## src/rtl/esm_dwell_reporter_pkg.sv

```systemverilog
// Shared types and constants for the ESM dwell report stream.
// The optional drop-count word is enabled by ESM_DWELL_REPORTER_DROP_COUNT_EN.
package esm_dwell_reporter_pkg;

    localparam int unsigned esm_report_idx_w = 5;
    localparam logic [31:0] esm_report_magic_num = 32'hE5D0_A7A5;
    localparam logic [7:0]  esm_module_id_dwell_reporter = 8'h0D;
    localparam logic [7:0]  esm_report_message_type_dwell_stats = 8'h02;

`ifdef ESM_DWELL_REPORTER_DROP_COUNT_EN
    localparam int unsigned esm_dwell_report_words = 17;
`else
    localparam int unsigned esm_dwell_report_words = 16;
`endif

    typedef struct packed {
        logic [15:0] tag;
        logic [15:0] frequency;
        logic [31:0] duration;
        logic [7:0]  gain;
        logic [7:0]  fast_lock_profile;
        logic [31:0] threshold_narrow;
        logic [31:0] threshold_wide;
        logic [63:0] channel_mask_narrow;
        logic [7:0]  channel_mask_wide;
    } esm_dwell_metadata_t;

    typedef struct packed {
        esm_dwell_metadata_t metadata;
        logic [31:0]         dwell_seq;
        logic [63:0]         ts_start;
        logic [63:0]         ts_end;
    } esm_dwell_report_t;

    typedef enum logic {CAP_IDLE, CAP_ACTIVE} esm_cap_state_t;
    typedef enum logic {TX_IDLE, TX_SEND} esm_tx_state_t;

    // Fixed part of the report; words beyond 15 are supplied by the caller.
    function automatic logic [31:0] esm_dwell_report_word(
        input esm_dwell_report_t           rep,
        input logic [31:0]                 report_seq,
        input logic [esm_report_idx_w-1:0] idx
    );
        case (idx)
            5'd0:    return esm_report_magic_num;
            5'd1:    return report_seq;
            5'd2:    return {esm_module_id_dwell_reporter, esm_report_message_type_dwell_stats, 16'h0};
            5'd3:    return rep.dwell_seq;
            5'd4:    return {rep.metadata.frequency, rep.metadata.tag};
            5'd5:    return rep.metadata.duration;
            5'd6:    return {16'h0, rep.metadata.fast_lock_profile, rep.metadata.gain};
            5'd7:    return rep.metadata.threshold_narrow;
            5'd8:    return rep.metadata.threshold_wide;
            5'd9:    return rep.metadata.channel_mask_narrow[31:0];
            5'd10:   return rep.metadata.channel_mask_narrow[63:32];
            5'd11:   return {24'h0, rep.metadata.channel_mask_wide};
            5'd12:   return rep.ts_start[31:0];
            5'd13:   return rep.ts_start[63:32];
            5'd14:   return rep.ts_end[31:0];
            5'd15:   return rep.ts_end[63:32];
            default: return 32'h0;
        endcase
    endfunction

endpackage

```

## src/rtl/esm_dwell_reporter_if.sv

```systemverilog
// 32-bit AXI-stream report channel between the dwell reporter and the DMA.
interface esm_dwell_reporter_if;
    logic        Axis_valid;
    logic        Axis_ready;
    logic [31:0] Axis_data;
    logic        Axis_last;

    modport master (output Axis_valid, output Axis_data, output Axis_last, input Axis_ready);
    modport slave  (input Axis_valid, input Axis_data, input Axis_last, output Axis_ready);
endinterface

```

## src/rtl/esm_dwell_reporter_serializer.sv

```systemverilog
// Walks one captured dwell report out as an AXI-stream message, one word per accept.
// Appends the drop-count word when ESM_DWELL_REPORTER_DROP_COUNT_EN is defined.
module esm_dwell_reporter_serializer
    import esm_dwell_reporter_pkg::*;
(
    input  logic              Clk,
    input  logic              Rst,
    input  logic              i_load,
    input  esm_dwell_report_t i_report,
    input  logic [31:0]       i_report_seq,
`ifdef ESM_DWELL_REPORTER_DROP_COUNT_EN
    input  logic [31:0]       i_drop_count,
`endif
    output logic              o_can_load_c,
    output logic              o_done_c,
    esm_dwell_reporter_if.master Axis
);

    localparam logic [esm_report_idx_w-1:0] LAST_IDX = esm_report_idx_w'(esm_dwell_report_words - 1);

    esm_tx_state_t                r_state;
    logic [esm_report_idx_w-1:0]  r_idx;
    esm_dwell_report_t            r_report;
    logic [31:0]                  r_report_seq;

    logic                         w_accept;
    logic [esm_report_idx_w-1:0]  w_next_idx;
    logic [31:0]                  w_next_word;

    // A new report may load in the same cycle the previous last word is taken.
    always_comb begin
        w_accept     = (r_state == TX_SEND) && Axis.Axis_ready;
        o_done_c     = w_accept && (r_idx == LAST_IDX);
        o_can_load_c = (r_state == TX_IDLE) || o_done_c;
        w_next_idx   = r_idx + esm_report_idx_w'(1);
        w_next_word  = esm_dwell_report_word(r_report, r_report_seq, w_next_idx);
`ifdef ESM_DWELL_REPORTER_DROP_COUNT_EN
        if (w_next_idx == esm_report_idx_w'(16)) begin
            w_next_word = i_drop_count;
        end
`endif
    end

    always_ff @(posedge Clk or posedge Rst) begin
        if (Rst) begin
            r_state         <= TX_IDLE;
            r_idx           <= '0;
            r_report        <= '0;
            r_report_seq    <= '0;
            Axis.Axis_valid <= 1'b0;
            Axis.Axis_data  <= '0;
            Axis.Axis_last  <= 1'b0;
        end else if (i_load) begin
            r_state         <= TX_SEND;
            r_idx           <= '0;
            r_report        <= i_report;
            r_report_seq    <= i_report_seq;
            Axis.Axis_valid <= 1'b1;
            Axis.Axis_data  <= esm_report_magic_num;
            Axis.Axis_last  <= 1'b0;
        end else if (w_accept) begin
            if (r_idx == LAST_IDX) begin
                r_state         <= TX_IDLE;
                r_idx           <= '0;
                Axis.Axis_valid <= 1'b0;
                Axis.Axis_data  <= '0;
                Axis.Axis_last  <= 1'b0;
            end else begin
                r_idx           <= w_next_idx;
                Axis.Axis_data  <= w_next_word;
                Axis.Axis_last  <= (w_next_idx == LAST_IDX);
            end
        end
    end

endmodule

```

## src/rtl/esm_dwell_reporter.sv

```systemverilog
// Captures each dwell's metadata and timestamps and streams a fixed-length report per dwell.
// ESM_DWELL_REPORTER_DROP_COUNT_EN adds a saturating drop counter reported as the final word.
module esm_dwell_reporter
    import esm_dwell_reporter_pkg::*;
#(
    parameter int unsigned AXI_DATA_WIDTH = 32
) (
    input  logic                Clk,
    input  logic                Rst,
    input  logic                Enable,
    input  logic [63:0]         Timestamp,
    input  logic                Dwell_active,
    input  esm_dwell_metadata_t Dwell_data,
    input  logic [31:0]         Dwell_sequence_num,
    esm_dwell_reporter_if.master Axis
);

    if (AXI_DATA_WIDTH != 32) begin : g_width_check
        $error("esm_dwell_reporter: only AXI_DATA_WIDTH=32 is supported");
    end

    esm_cap_state_t      r_cap_state;
    logic                r_prev_active;
    esm_dwell_metadata_t r_cap_meta;
    logic [31:0]         r_cap_seq;
    logic [63:0]         r_cap_ts_start;
    logic                r_pending;
    esm_dwell_report_t   r_slot;
    logic [31:0]         r_report_seq;

    logic                w_push;
    logic                w_load;
    logic                w_can_load;
    logic                w_done;
    logic [31:0]         w_load_seq;

    // The report sequence number must already reflect a report finishing this cycle.
    always_comb begin
        w_push     = (r_cap_state == CAP_ACTIVE) && !Dwell_active;
        w_load     = r_pending && w_can_load;
        w_load_seq = w_done ? (r_report_seq + 32'd1) : r_report_seq;
    end

    always_ff @(posedge Clk or posedge Rst) begin
        if (Rst) begin
            r_cap_state    <= CAP_IDLE;
            r_prev_active  <= 1'b0;
            r_cap_meta     <= '0;
            r_cap_seq      <= '0;
            r_cap_ts_start <= '0;
        end else begin
            r_prev_active <= Dwell_active;
            case (r_cap_state)
                CAP_IDLE: begin
                    if (Dwell_active && !r_prev_active && Enable) begin
                        r_cap_meta     <= Dwell_data;
                        r_cap_seq      <= Dwell_sequence_num;
                        r_cap_ts_start <= Timestamp;
                        r_cap_state    <= CAP_ACTIVE;
                    end
                end
                CAP_ACTIVE: begin
                    if (!Dwell_active) begin
                        r_cap_state <= CAP_IDLE;
                    end
                end
                default: r_cap_state <= CAP_IDLE;
            endcase
        end
    end

    // Single-entry pending slot; a slot being drained this cycle accepts the push.
    always_ff @(posedge Clk or posedge Rst) begin
        if (Rst) begin
            r_pending    <= 1'b0;
            r_slot       <= '0;
            r_report_seq <= '0;
        end else begin
            if (w_push && (!r_pending || w_load)) begin
                r_slot    <= '{metadata: r_cap_meta, dwell_seq: r_cap_seq,
                               ts_start: r_cap_ts_start, ts_end: Timestamp};
                r_pending <= 1'b1;
            end else if (w_load) begin
                r_pending <= 1'b0;
            end
            if (w_done) begin
                r_report_seq <= r_report_seq + 32'd1;
            end
        end
    end

`ifdef ESM_DWELL_REPORTER_DROP_COUNT_EN
    logic        w_drop;
    logic [31:0] r_drop_count;

    assign w_drop = w_push && r_pending && !w_load;

    always_ff @(posedge Clk or posedge Rst) begin
        if (Rst) begin
            r_drop_count <= '0;
        end else if (w_drop && (r_drop_count != 32'hFFFF_FFFF)) begin
            r_drop_count <= r_drop_count + 32'd1;
        end
    end
`endif

    esm_dwell_reporter_serializer u_serializer (
        .Clk          (Clk),
        .Rst          (Rst),
        .i_load       (w_load),
        .i_report     (r_slot),
        .i_report_seq (w_load_seq),
`ifdef ESM_DWELL_REPORTER_DROP_COUNT_EN
        .i_drop_count (r_drop_count),
`endif
        .o_can_load_c (w_can_load),
        .o_done_c     (w_done),
        .Axis         (Axis)
    );

endmodule

```

## src/flat_wrapper.sv

```systemverilog
// flat-port wrapper written by rule: the top's interface ports become plain ports
module esm_dwell_reporter_flat import esm_dwell_reporter_pkg::*;
#(
    parameter int unsigned AXI_DATA_WIDTH = 32
)
  (Clk, Rst, Enable, Timestamp, Dwell_active, Dwell_data, Dwell_sequence_num, Axis_Axis_valid, Axis_Axis_data, Axis_Axis_last, Axis_Axis_ready);
  esm_dwell_reporter_if Axis_i ();
  input  logic Clk;
  input  logic Rst;
  input  logic Enable;
  input  logic [63:0] Timestamp;
  input  logic Dwell_active;
  input  esm_dwell_metadata_t Dwell_data;
  input  logic [31:0] Dwell_sequence_num;
  output wire logic [$bits(Axis_i.Axis_valid)-1:0] Axis_Axis_valid;
  output wire logic [$bits(Axis_i.Axis_data)-1:0] Axis_Axis_data;
  output wire logic [$bits(Axis_i.Axis_last)-1:0] Axis_Axis_last;
  input wire logic [$bits(Axis_i.Axis_ready)-1:0] Axis_Axis_ready;
  assign Axis_Axis_valid = Axis_i.Axis_valid;
  assign Axis_Axis_data = Axis_i.Axis_data;
  assign Axis_Axis_last = Axis_i.Axis_last;
  assign Axis_i.Axis_ready = Axis_Axis_ready;
  esm_dwell_reporter #(.AXI_DATA_WIDTH(AXI_DATA_WIDTH)) u_core (.Clk(Clk), .Rst(Rst), .Enable(Enable), .Timestamp(Timestamp), .Dwell_active(Dwell_active), .Dwell_data(Dwell_data), .Dwell_sequence_num(Dwell_sequence_num), .Axis(Axis_i));
endmodule
```

## config.mk

```make
export PLATFORM = sky130hd
export DESIGN_NAME = esm_dwell_reporter_flat
export DESIGN_NICKNAME = d
export VERILOG_FILES = /design/src/rtl/esm_dwell_reporter_pkg.sv /design/src/rtl/esm_dwell_reporter_if.sv /design/src/rtl/esm_dwell_reporter_serializer.sv /design/src/rtl/esm_dwell_reporter.sv /design/src/flat_wrapper.sv
export SDC_FILE = /design/constraint.sdc
export NUM_CORES = 2
export LEC_CHECK = 0
export ABC_AREA = 0
export BUFFER_PORTS_ARGS = -buffer_cell sky130_fd_sc_hd__buf_2
export CORE_AREA = 2 2 397 399
export CTS_CLUSTER_SIZE = 16
export DETAILED_ROUTE_END_ITERATION = 8
export DIE_AREA = 0 0 399 401
export GPL_ROUTABILITY_DRIVEN = 1
export GPL_TIMING_DRIVEN = 0
export PLACE_DENSITY = 0.56
export SLEW_MARGIN = 20
export SYNTH_ARGS = -nofsm -noshare
export SYNTH_HDL_FRONTEND = slang
export SYNTH_SLANG_ARGS = --single-unit
```

## constraint.sdc

```tcl
create_clock -name Clk -period 38.3 [get_ports Clk]
set_input_delay 7.66 -clock Clk [delete_from_list [all_inputs] [get_ports Clk]]
set_output_delay 7.66 -clock Clk [all_outputs]
set_load 0.01 [all_outputs]
```

### Word-level counts from Yosys, hierarchy flattened

Cells that the tools add are included.

* bitwise operators: 2
* equal/unequal tests: 16
* $add $sub $neg: 2
* reductions and logical operators: 18
* mux-type cells: 19

Operators by type and width (number)
* 32-bit case mux with 16 select lines: 1
* 32-bit 2-to-1 mux: 4
* 5-bit by 4-bit == test with 1-bit output (second input constant): 9
* 32-bit by 1-bit adder with 32-bit output (second input constant): 1
* 5-bit by 3-bit == test with 1-bit output (second input constant): 4
* 5-bit 2-to-1 mux: 3
* 5-bit by 2-bit == test with 1-bit output (second input constant): 2
* 1-bit 2-to-1 mux: 10
* 1-bit logical AND: 7
* 2-bit nonzero test: 3
* 5-bit by 1-bit adder with 5-bit output (second input constant): 1
* 5-bit by 1-bit == test with 1-bit output (second input constant): 1
* 5-bit logical NOT: 1
* 2-bit AND reduction: 2
* 1-bit logical NOT: 3
* 1-bit logical OR: 2
* 1-bit inverter: 2
* 1-bit case mux with 2 select lines: 1

* register bits: 1170
* word-level logic and storage cells: 101
* output and inout port bits: 34

### Depth between registers and ports, before layout

* depth after elaboration: 7
* depth in mapped cells: 17
* depth with buffers taken out: 11

### Hierarchy

Synthesis repeated with hierarchy kept, for this count alone.

* cell total of the unflattened synthesis: 3253
* area total of the unflattened synthesis: 48016.1 µm²

By module, submodules not included
* esm_dwell_reporter: cells an instance 1589, instances 1, seq. area each 18092.4 µm², area each 27128.5 µm²
* esm_dwell_reporter_serializer: cells an instance 1664, instances 1, seq. area each 11185.7 µm², area each 20887.5 µm²

### Least setup slack after synthesis

No wires, ideal clock.

* kind: input-to-reg
* start point: in Enable
* end point: reg u_core.r_cap_meta[0] (netlist name)
* data arrival time: 9129 ps
* setup slack: 29046 ps
* path buffers: 3
* stages: 5
* path through: nor4bb_1 > clkbuf_1 > clkbuf_1 > clkbuf_1 > mux2_2

* longest elaborated chain between the ends: 2

RTL lines
* from (decl): RTL line flat_wrapper.sv:10 `input logic Enable;`
* 1-bit logical AND: RTL line esm_dwell_reporter.sv:55 `if (Dwell_active && !r_prev_active && Enable) begin`
* 2-bit AND reduction (no source line)
* to (signal assigned): RTL line esm_dwell_reporter.sv:56 `r_cap_meta <= Dwell_data;`
* to (decl): RTL line esm_dwell_reporter.sv:24 `esm_dwell_metadata_t r_cap_meta;`

Every way passes these cells.
A chain may end at the register's enable or synchronous reset.

### Final worst setup path

* start point: in Axis_Axis_ready
* end point: reg u_core.u_serializer.Axis.Axis_data[3]

* longest elaborated chain between the ends: 5

RTL lines
* from (decl): RTL line flat_wrapper.sv:18 `input wire logic [$bits(Axis_i.Axis_ready)-1:0] Axis_Axis_ready;`
* 1-bit logical AND (*): RTL line esm_dwell_reporter_serializer.sv:32 `w_accept = (r_state == TX_SEND) && Axis.Axis_ready;`
* 1-bit logical AND: RTL line esm_dwell_reporter_serializer.sv:33 `o_done_c = w_accept && (r_idx == LAST_IDX);`
* 1-bit logical OR: RTL line esm_dwell_reporter_serializer.sv:34 `o_can_load_c = (r_state == TX_IDLE) || o_done_c;`
* 1-bit logical AND: RTL line esm_dwell_reporter.sv:40 `w_load = r_pending && w_can_load;`
* 32-bit 2-to-1 mux / 2-bit nonzero test (equally long branches)
* to (signal assigned): RTL line esm_dwell_reporter_serializer.sv:59 `Axis.Axis_data <= esm_report_magic_num;`
* to (signal assigned): RTL line esm_dwell_reporter_serializer.sv:70 `Axis.Axis_data <= w_next_word;`
* to (decl): RTL line esm_dwell_reporter_if.sv:8 `modport master (output Axis_valid, output Axis_data, output Axis_last, input Axis_ready);`

Mark *: on every way between the ends. The rest lies on a longest branch, timed or not.

==> flow_metrics.py <==
metrics = {
    "power": {
        "vdd_drop_max_v": 0.0000422,
        "cellPowerDensity_mw_per_mm2": 70.1,
        "combPwrFrac_pct": 21.6,
        "p_leak_nw": 26.7,
        "internal-power_mw": 2.68,
        "finalPower_mw": 4.04,
        "p_clk_share_pct": 30.7,
        "p_sw_mw": 1.36,
        "swShare_pct": 33.7,
        "p_seq_share_pct": 47.6,
    },
    "floorplan": {
        "die-width_um": 399,
        "initial_core_util_pct": 30.9,
        "dieHeight_um": 401,
        "dieArea_mm2": 0.160,
        "io_pins": 351,
        "rows": 145,
        "core_mm2": 0.156,
    },
    "yosys": {
        "ys_async_sr_fraction_pct": 100,
        "ys_types": 75,
        "ys_seq_area_share_pct": 60.9,
        "synth_edf_count": 0,
        "synth.area.top_cells": "dfrtp_1 61%, mux2_2 26%, a22oi_1 1.4%",
        "yosys.area.top_type": "dfrtp_1",
        "synthMuxAreaShare_pct": 26.4,
        "synth_top_area_share_pct": 60.9,
        "avgSynthCellArea_um2": 14.6,
        "synthCells": 3295,
        "synthTopCellsByCount": "1,170 x dfrtp_1, 1,104 x mux2_2, 106 x nand2_1",
        "post-synth-top-count-cell": "dfrtp_1",
        "synth_top_family_by_area": "multiplexers",
        "synth_compound_area_share_pct": 6.15,
        "ys_warn_count": 0,
        "syn_nets": 3620,
        "synth_xor_area_share_pct": 0.620,
        "synth-seq-cells": 1170,
        "synth_fa_ha_area_share_pct": 0.208,
        "synthFlopType": "dfrtp_1",
        "synth_area_mm2": 0.0480,
        "yosys.area_share.simple_pct": 3.63,
    },
    "sta": {
        "max_slew.worst_pin.slew_ns": 1.28,
        "min_period_over_period_pct": 27.0,
        "rsz0062_at_grt": "no",
        "fin_tns_setup_ns": 0,
        "fin_skew_ns": 0.0354,
        "slew_headroom_pct": 14.3,
        "max_clock_freq_mhz": 96.7,
        "finalHoldViolCount": 0,
        "fin_crit_ns": 10.34,
        "finalSetupViolCount": 0,
        "maxSlewViolCount": 0,
    },
    "detailed_routing": {
        "dr.pass1.iters": 6,
        "wl_per_cell_um": 33.2,
        "ant_nets": 0,
        "drc_errors": 0,
        "drt_iter0_drc": 2873,
        "via_count": 31739,
        "routed_wl_mm": 199,
        "via_per_inst": 5.30,
    },
    "placement": {
        "io_buffers": 350,
        "dp_hpwl_mm": 156,
        "place.gp.congestion": 1.05,
    },
    "clocking": {
        "clock_latency_ns": 0.79,
        "ctsResizeCount": 0,
        "cts_setup_buffers": 0,
        "cts_buffer_depth": 3,
        "cts_tree": "built",
        "path_clk_slew_ns": 0.06,
        "clock-sinks": 1170,
        "cts-root-buf": "clkbuf_16",
        "hold_buffers": 0,
        "cts_inserted_buffers": 132,
        "h-tree-depth": 4,
    },
    "layout": {
        "nets": 4151,
        "drive_gt1_share_pct": 47.1,
        "syn2layout_area_growth_pct": 19.9,
    },
    "critical_path": {
        "r2r_cells": 16,
        "rr_endpoint": "u_core.u_serializer.Axis.Axis_data[19]",
        "r2r_setup_slack_ns": 31.60,
        "worstSetupPathType": "in -> reg",
        "worstSetupEndpointType": "flip-flop",
        "worstSetupStartpoint": "Axis_Axis_ready",
        "worstPathArrival_ns": 11.03,
        "endpoint": "u_core.u_serializer.Axis.Axis_data[3]",
        "critPathMaxFanout": 10,
        "r2r_start": "u_core.u_serializer.r_idx[1]",
        "critical_path_required_ns": 38.99,
        "cp-start-kind": "primary input",
    },
    "global_route": {
        "grt_pass1_wl_mm": 271,
        "grt_remaining_overflow": 0,
        "grt_max_degree": 35,
        "antenna_found_initial": 15,
        "first_global_vias": 32428,
        "grt_use_total_pct": 24.8,
    },
    "flow_run": {
        "drv_cap": 0,
    },
    "outcome": {
        "outcome": "finished clean",
    },
    "hold_path": {
        "holdPathStages": 1,
        "hold_path_class": "reg -> reg",
    },
}
==> how the worst min path moves through the flow <==
stage | start | endpoint | slack [ns]
after floorplan | u_core.r_report_seq[31] | u_core.r_report_seq[31] | 0.43
after global placement | u_core.r_report_seq[31] | u_core.r_report_seq[31] | 0.45
after detailed placement | u_core.r_report_seq[31] | u_core.r_report_seq[31] | 0.45
after CTS | u_core.r_report_seq[31] | u_core.r_report_seq[31] | 0.47
after global routing | u_core.r_report_seq[31] | u_core.r_report_seq[31] | 0.49
final | u_core.r_report_seq[31] | u_core.r_report_seq[31] | 0.48
==> per-layer routing <==
metal	GRT usage, %	share of wire (%)	vias to the layer above
li1	-	-	13195
met1	33.4	43	17051
met2	37.7	45	1156
met3	6.44	7.2	327
met4	10.1	4.5	10
met5	0.787	0.12	-
==> power groups by stage <==
stage	sequential, mW	clock [mW]	combinational, mW
after global placement	1.94	0	0.824
after detailed placement	1.94	0	0.853
after global routing	1.95	1.32	0.906
after CTS	1.92	1.27	0.857
after floorplan	1.74	0	0.517
final	1.92	1.24	0.873
==> critical path, stage by stage <==
cell and delay, ns:
buf_2 0.13, buf_2 0.20, mux2i_1 0.79, clkbuf_2 0.63
buf_2 0.33, buf_1 0.92, a21oi_1 0.16, a31oi_1 0.19
==> layout make-up <==
class	count	area, µm²
repair buffers	397	2680
well taps	2058	2570
clock inverters	36	388
inverters	20	78.8
fillers	15003	98000
clock buffers	190	3810
diodes	10	25.0
plain buffers	205	927
multi-input cells	1900	17900
flip-flops and latches	1170	29300
==> kinds of logic after synthesis <==
group,after synthesis
buffers and inverters,225
adders and majority gates,8
xor gates and xnor gates,34
muxes,1130
DFF,1170
AOI/OAI and AO/OA,399
and+or+nand+nor,329
==> layout by cell type (no fill, tap or decap), drive strengths merged, types with 20 or more instances in the layout <==
cell type / Yosys / routed
nor3: 28 / 28
dfrtp: 1170 / 1170
nand3: 46 / 46
nor2: 59 / 59
o21ai: 31 / 31
buf: 107 / 504
a21oi: 62 / 62
a22o: 29 / 29
a222oi: 20 / 20
mux2: 1104 / 1104
clkbuf: 98 / 288
nand2: 106 / 106
a221oi: 32 / 32
mux2i: 26 / 26
inv: 19 / 27
clkinv: 1 / 20
a22oi: 90 / 90
==> through the flow <==
stage	cell area (µm²)	utilization (%)	cells	setup slack, ns	hold slack (ns)
after floorplan	48000	-	3295	14.48	0.432
after global placement	52400	33.6	5703	7.43	0.452
after detailed placement	53400	34.3	5750	27.30	0.450
after CTS	57600	37.0	5976	28.13	0.470
after global routing	57600	37.0	5977	28.02	0.489
final	57600	37.0	5986	27.96	0.476
==> state kept, by name (all words and copies together) (netlist names) <==
| name | flops |
|---|---|
| u_core.u_serializer.Axis.Axis_last | 1 |
| u_core.r_cap_seq | 32 |
| u_core.u_serializer.Axis.Axis_data | 32 |
| u_core.r_cap_ts_start | 64 |
| u_core.u_serializer.r_report_seq | 32 |
| u_core.u_serializer.r_idx | 5 |
| u_core.r_slot | 376 |
| u_core.r_cap_state | 1 |
| u_core.u_serializer.r_state | 1 |
| u_core.r_pending | 1 |
| u_core.r_report_seq | 32 |
| u_core.u_serializer.r_report | 376 |
| u_core.r_cap_meta | 216 |
| u_core.r_prev_active | 1 |
No activity file was read; power rests on OpenSTA's default activity.
